## config.mk

```make
export PLATFORM = sky130hd
export DESIGN_NAME = alu_div_seq
export DESIGN_NICKNAME = d
export VERILOG_FILES = /design/src/rtl/alu_div_seq.sv
export SDC_FILE = /design/constraint.sdc
export NUM_CORES = 1
export LEC_CHECK = 0
export ABC_AREA = 1
export BUFFER_PORTS_ARGS = -buffer_cell sky130_fd_sc_hd__buf_2
export CAP_MARGIN = 20
export CORE_UTILIZATION = 55
export CTS_CLUSTER_SIZE = 10
export DETAILED_ROUTE_END_ITERATION = 10
export PLACE_DENSITY = 0.89
export REMOVE_ABC_BUFFERS = 1
export SLEW_MARGIN = 10
export SYNTH_ARGS = -nofsm -noshare
export SYNTH_HDL_FRONTEND = slang
export SYNTH_SLANG_ARGS = --single-unit
export TNS_END_PERCENT = 1
```

## constraint.sdc

```tcl
create_clock -name clk -period 7.2 [get_ports clk]
set_clock_uncertainty 0.1 [all_clocks]
set_input_delay 0.36 -clock clk [delete_from_list [all_inputs] [get_ports clk]]
set_output_delay 0.36 -clock clk [all_outputs]
set_load 0.05 [all_outputs]
```

## src/rtl/alu_div_seq.sv

```systemverilog
// Restoring unsigned divider that borrows the ALU subtract path and SLT flag, one quotient bit per two cycles.
// Latency: done in cycle 31 after the accepting edge (cycle 1 on operand error); one divide per 32 cycles.
// Backpressure: start is sampled only in IDLE; requests while busy are dropped.
module alu_div_seq #(
    parameter int W = 16
) (
    input  logic         clk,
    input  logic         rst,
    input  logic         start,
    input  logic [W-1:0] dividend,
    input  logic [W-1:0] divisor,
    output logic         busy,
    output logic         done,
    output logic         err,
    output logic [W-1:0] quotient,
    output logic [W-1:0] remainder,
    output logic [2:0]   alu_op,
    output logic [W-1:0] alu_x,
    output logic [W-1:0] alu_y,
    input  logic [W-1:0] alu_res,
    input  logic         alu_slt
);

    localparam logic [1:0] IDLE  = 2'd0;
    localparam logic [1:0] ISSUE = 2'd1;
    localparam logic [1:0] EVAL  = 2'd2;
    localparam logic [1:0] DONE  = 2'd3;

    logic [1:0]   state;
    logic [W-1:0] dvd;
    logic [W-2:0] rem;
    logic [W-1:0] q;
    logic [3:0]   cnt;
    logic         bad_ops;
    logic [W-1:0] rem_nxt;
    logic [W-1:0] q_nxt;

    // rem stays below the divisor (<= 14 bits), so one bit narrower than W suffices.
    assign bad_ops = dividend[W-1] | (|divisor[W-1:W-2]) | ~(|divisor);

    assign busy   = (state != IDLE);
    assign done   = (state == DONE);
    assign alu_op = (state == ISSUE || state == EVAL) ? 3'b100 : 3'b000;

    always_comb begin
        rem_nxt    = alu_slt ? alu_x : alu_res;
        q_nxt      = q;
        q_nxt[cnt] = ~alu_slt;
    end

    always_ff @(posedge clk or posedge rst) begin
        if (rst) begin
            state     <= IDLE;
            dvd       <= '0;
            rem       <= '0;
            q         <= '0;
            cnt       <= '0;
            err       <= 1'b0;
            quotient  <= '0;
            remainder <= '0;
            alu_x     <= '0;
            alu_y     <= '0;
        end else begin
            case (state)
                IDLE: begin
                    if (start) begin
                        dvd   <= dividend;
                        alu_y <= divisor;
                        rem   <= '0;
                        q     <= '0;
                        err   <= 1'b0;
                        cnt   <= 4'(W - 2);
                        if (bad_ops) begin
                            err       <= 1'b1;
                            quotient  <= '1;
                            remainder <= dividend;
                            state     <= DONE;
                        end else begin
                            state <= ISSUE;
                        end
                    end
                end
                ISSUE: begin
                    alu_x <= {rem, dvd[cnt]};
                    state <= EVAL;
                end
                EVAL: begin
                    rem <= rem_nxt[W-2:0];
                    q   <= q_nxt;
                    if (cnt == 4'd0) begin
                        quotient  <= q_nxt;
                        remainder <= rem_nxt;
                        state     <= DONE;
                    end else begin
                        cnt   <= cnt - 4'd1;
                        state <= ISSUE;
                    end
                end
                DONE: begin
                    state <= IDLE;
                end
                default: begin
                    state <= IDLE;
                end
            endcase
        end
    end

endmodule

```

Word-level counts from Yosys, hierarchy flattened
Index checks and enable logic that the tools add are counted.
{ "totals": {"ff_bits": 118, "in_bits": 52, "output_inout_bits": 70, "word_cells": 63} }
{ "op_classes": {"addsub": 1, "order_cmp": 2, "eq_ne": 7, "muxes": 27, "n_bitwise": 4, "reduce_logical": 12} }
{ "ops": {"columns": ["op", "count"], "rows": [
  ["two-way mux 16 bit", 8],
  ["one-hot mux 16 bit (2 select lines)", 3],
  ["one-hot mux 15 bit (2 select lines)", 1],
  ["bitwise mux 16 bit", 1],
  ["OR reduction 16 bit", 1],
  ["two-way mux 15 bit", 1],
  ["two-way mux 4 bit", 2],
  ["one-hot mux 2 bit (4 select lines)", 1],
  ["one-hot mux 4 bit (2 select lines)", 1],
  ["two-way mux 2 bit", 3],
  ["!= test 2 bit, second input constant", 3],
  ["< comparator 4 x 5 -> 1 bit, second input constant", 1],
  ["binary-select mux 1 bit (select 4 bit)", 1],
  ["demux 1 bit (select 4 bit)", 1],
  ["== test 2 bit, second input constant", 2],
  [">= comparator 4 x 1 -> 1 bit, second input constant", 1],
  ["logical NOT 4 bit", 1],
  ["AND reduction 2 bit", 2],
  ["AND reduction 4 bit", 1],
  ["nonzero test 2 bit", 2],
  ["subtractor 4 x 1 -> 4 bit, second input constant", 1],
  ["two-way mux 1 bit", 3],
  ["two-way mux 3 bit", 1],
  ["AND reduction 3 bit", 1],
  ["8 further kinds", 10]
]} }

Longest topological paths before layout
{ "logic_depth": {"word_depth": 7, "ltp_mapped": 10, "mapped_depth_nobuf": 9} }

Least setup slack after synthesis
Ideal clock, no wire load.
{ "synth_timing": {"kind": "reg-to-reg", "startpoint": "register cnt[0]", "endpoint": "register quotient[0]", "setup_ns": 0.119, "t_arrival_ns": 1.947, "required_ns": 6.981, "setup_slack_ns": 5.033, "path_stages_with_launch": 11, "n_path_buf": 3, "synth_period_minus_slack_ns": 2.167, "path_cell_list": "dfrtp_1 clkbuf_1 inv_1 clkbuf_1 ha_1 nand2_1 a21oi_4 nand2_1 buf_2 nand2_1 nand2_1"} }
{ "synth_between": {"elab_chain_cells": 7, "elab_cells_between_ends": 11, "cone_classes": "order compare: 2; eq/ne: 1; mux: 5; reduce/logical: 3"} }
{ "synth_lines": {"columns": ["element", "line", "source"], "rows": [
  ["start, declared", "33", "logic [3:0] cnt;"],
  ["start signal, assigned", "72", "cnt <= 4'(W - 2);"],
  ["start signal, assigned", "95", "cnt <= cnt - 4'd1;"],
  ["< comparator 4 x 5 -> 1 bit (not written as such) or >= comparator 4 x 1 -> 1 bit (tied branches)", "48", "q_nxt[cnt] = ~alu_slt;"],
  ["logical AND 1 bit (not written as such)", "48", null],
  ["two-way mux 1 bit (not written as such)", "48", null],
  ["demux 1 bit (select 4 bit)", "48", null],
  ["bitwise mux 16 bit", "48", null],
  ["two-way mux 16 bit", "90", "if (cnt == 4'd0) begin"],
  ["one-hot mux 16 bit (2 select lines)", "64", "case (state)"],
  ["end signal, assigned", "91", "quotient <= q_nxt;"],
  ["end, declared", "15", "output logic [W-1:0] quotient,"]
]} }
Several ways; a longest one is shown, not always the timed one. The select of a mux whose other input is x is not followed.
A chain may end at the register's enable or synchronous reset.

Final worst setup path
{ "layout_timing": {"startpoint": "register state[0]", "endpoint": "register remainder[12]"} }
{ "layout_between": {"elab_chain_cells": 3, "elab_cells_between_ends": 8, "cone_classes": "eq/ne: 4; mux: 1; reduce/logical: 3"} }
{ "layout_lines": {"columns": ["element", "line", "source"], "rows": [
  ["start, declared", "29", "logic [1:0] state;"],
  ["start signal, assigned", "53", "state <= IDLE;"],
  ["start signal, assigned", "77", "state <= DONE;"],
  ["start signal, assigned", "79", "state <= ISSUE;"],
  ["== test 2 bit or logical NOT 2 bit (tied branches)", "64", null],
  ["!= test 2 x 1 -> 1 bit (no line) (tied with other cells)", null, null],
  ["AND reduction 4 bit (no line)", null, null],
  ["end signal, assigned", "76", "remainder <= dividend;"],
  ["end signal, assigned", "92", "remainder <= rem_nxt;"],
  ["end, declared", "16", "output logic [W-1:0] remainder,"]
]} }
Several ways; a longest one is shown, not always the timed one.

==> flow_metrics.tcl <==
set metrics [dict create \
    synth.cell_area_sq_mm 0.005474 \
    cp.depth 11 \
    n_antenna_cell 0 \
    cp_data_arrival_time_ns 3.80 \
    synth_commonest_cells "nand2_1, dfrtp_1, o21ai_0, inv_1, nand3_1" \
    antenna_found_initial 0 \
    grt_pass1_vias 5154 \
    fin_setup_tns_ns 0 \
    outcome "completed" \
    synthCells 685 \
    max-vdd-ir-drop_v 0.0003532 \
    place_congestion 0.7863 \
    grt_setup_unrepaired "false" \
    cts_max_path_buffers 2 \
    fin_crit_sh_pct 48.77 \
    yosysTopAreaCell "dfrtp_1" \
    yosysTopAreaCellShare_pct 53.94 \
    die_h_um 101.8 \
    grt_pass1_wl_mm 23.68 \
    crit_chain "inv_1, ha_1, buf_4, inv_2, o21ai_4, inv_2, a21oi_4, nand2_1, buf_16, nand2_1, nand2_1" \
    critPathSlowestCell "o21ai_4" \
    hold_ws_ns 0.005737 \
    startpoint_type "flop" \
    synth_enable_flop_cells 0 \
    die_w_um 101.8 \
    drive_gt1_share_pct 19.93 \
    syn_area_per_cell_sq_um 7.991 \
    fmax_mhz 284.8 \
    cts_buffers 17 \
    cts_root_buffer "clkbuf_8" \
    grt_remaining_overflow 0 \
    synth_seq_cells 118 \
    wl_per_cell_um 14.59 \
    critPathRequiredTime_ns 7.49 \
    leakage_nw 3.620 \
    critPathBufInv 5 \
    h-tree-depth 4 \
    clk_latency_ns 0.52 \
    crit_top_cell "nand2_1" \
    io_buffers 119 \
    rr_worst_depth 11 \
    async_reset_ff_share_pct 100.0 \
    yosysSeqAreaShare_pct 53.94 \
    viasPerCell 5.378 \
    relSlewSlack_pct 50.94 \
    start_util_pct 56.26 \
    layout.nets 872 \
    vias 5141 \
    report.final.slew_viol_count 0 \
    dieArea_sq_mm 0.01036 \
    crit_path_max_fanout 40 \
    synthTopCellsByArea "dfrtp_1, nand2_1, o21ai_0" \
    clk_pin_slew_ns 0.06 \
    worstSetupPathType "flop to flop" \
    postRouteAntennaNets 0 \
    hp-class "input port to flop" \
    grt_max_degree 62 \
    first_iter_violations 424 \
    core_area_sq_mm 0.009729 \
    yosysWarnings 0 \
    yosysUniqueCellTypes 23 \
    cts_tree "built" \
    post_cts_buffers 0 \
    row_count 36 \
    slowest_delay_ns 0.48 \
    fill_cells 748 \
    fin_crit_ns 3.511 \
    endpoint_kind "flop" \
    hold_viol_final 0 \
    cts.sink_count 118 \
    boundaryPins 122 \
    grt.total_usage_pct 29.58 \
    setup_viol 0 \
    firstDrtPassIters 7 \
    area_delta_synth_final_pct 25.67 \
    critPathTopFamily "buffers and inverters" \
    worst_pin_slew_ns 0.7359 \
    drt_wl_total_mm 13.95 \
    dp_hpwl_mm 8.270 \
    yosysMostFrequentCell "nand2_1" \
    drv_cap 0 \
    drc 0 \
    hold_path_depth 3 \
    cellPowerDensity_mw_per_mm2 548.7 \
    synth-main-ff-cell "dfrtp_1" \
]
[sequential cells by signal, summed over array words and instances, names as in the netlist]
signal / flops
rem: 15
alu_x: 16
alu_y: 16
cnt: 4
state: 2
dvd: 16
remainder: 16
q: 16
err: 1
quotient: 16
[worst reg2reg max path: stages, from the launching register on]
cell and delay [ns]:
dfrtp_1 0.41, inv_1 0.13, ha_1 0.17, buf_4 0.38, inv_2 0.28, o21ai_4 0.49
inv_2 0.37, a21oi_4 0.23, nand2_1 0.37, buf_16 0.32, nand2_1 0.08, nand2_1 0.07
[final timing paths]
check                                        start                   endpoint  slack [ns]
min in group asynchronous                      rst       alu_x[4]$_DFFE_PP0P_        0.42
max reg2reg                   state[0]$_DFFE_PP0P_  remainder[12]$_DFFE_PP0P_        3.69
min reg2reg                quotient[2]$_DFFE_PP0P_    quotient[2]$_DFFE_PP0P_        0.36
min                                     divisor[1]       alu_y[1]$_DFFE_PP0P_       0.006
max                           state[0]$_DFFE_PP0P_  remainder[12]$_DFFE_PP0P_        3.69
max in group asynchronous                      rst  remainder[12]$_DFFE_PP0P_        5.37
[placed cells by master (no fill, tap or decap)]
cell           instances
a21boi_1               1
buf_8                  1
bufinv_16              2
o21ai_4                1
nor2_1                26
inv_4                  1
o22ai_1               17
dlygate4sd3_1         15
ha_1                  10
a21oi_1               15
clkinv_4               3
clkbuf_16             16
buf_16                 1
buf_4                  5
nand3_1               48
inv_1                 64
clkinvlp_4             4
clkbuf_8               1
clkinv_2               3
a21oi_4                1
clkinv_1               2
buf_2                119
dfrtp_1              118
conb_1                 2
nor3_1                 1
nand2_1              234
o21ai_0               90
o21ai_1               11
clkbuf_1               3
mux2_2                 1
a31oi_1                2
inv_2                  5
[per-stage QoR]
| stage | utilization [%] | area (sq um) | cells | setup WS (ns) | power, W |
|---|---|---|---|---|---|
| 2_1_floorplan | - | 5328 | 650 | 3.495 | 0.002462 |
| 3_3_place_gp | 63.00 | 6130 | 907 | 3.707 | 0.002864 |
| 3_5_place_dp | 63.00 | 6130 | 907 | 3.519 | 0.002916 |
| 4_1_cts | 70.27 | 6837 | 954 | 3.432 | 0.003739 |
| 5_1_grt | 70.70 | 6879 | 956 | 3.474 | 0.004025 |
| 6_report | 70.70 | 6879 | 956 | 3.689 | 0.003774 |
[cells by family (layout without fill, tap and decap cells)]
family / Yosys count / count (layout) / share of synthesized area (%)
buffers and inverters: 108 / 245 / 7.680
and+or+nand+nor: 309 / 309 / 22.31
other: 1 / 2 / 0.06851
adders and majority gates: 10 / 10 / 2.286
AOI/OAI and AO/OA: 138 / 138 / 13.51
muxes: 1 / 1 / 0.2057
DFF: 118 / 118 / 53.94
[report_power, final]
| group | switching, W | internal [W] |
|---|---|---|
| clock | 0.000303 | 0.000491 |
| combinational | 0.00139 | 0.000465 |
| sequential | 0.000168 | 0.000959 |
[timing repair]
action / in CTS / in global routing
endpoints found under the hold margin: 71 / 0
gates resized for setup: 0 / 0
hold buffers: 15 / 0
[area by class of cell]
cell class	count	area (sq um)	area share, %
clock buffers	20	425.4	6.184
clock inverters	12	131.4	1.910
inverters	72	272.8	3.965
multi-input cells	460	2105	30.59
flip-flops and latches	118	2953	42.92
well taps	133	166.4	2.419
repair buffers	141	825.8	12.00
[routing by layer]
metal  routed length (um)  global-route usage (%)  up-vias
met5                    0                       0        -
met4                  230                   10.59        0
met3                 1076                   6.349       25
met2                 6754                   48.23      266
met1                 5887                   39.23     2414
li1                     -                       -     2436
(Power assumes the default switching activity.)
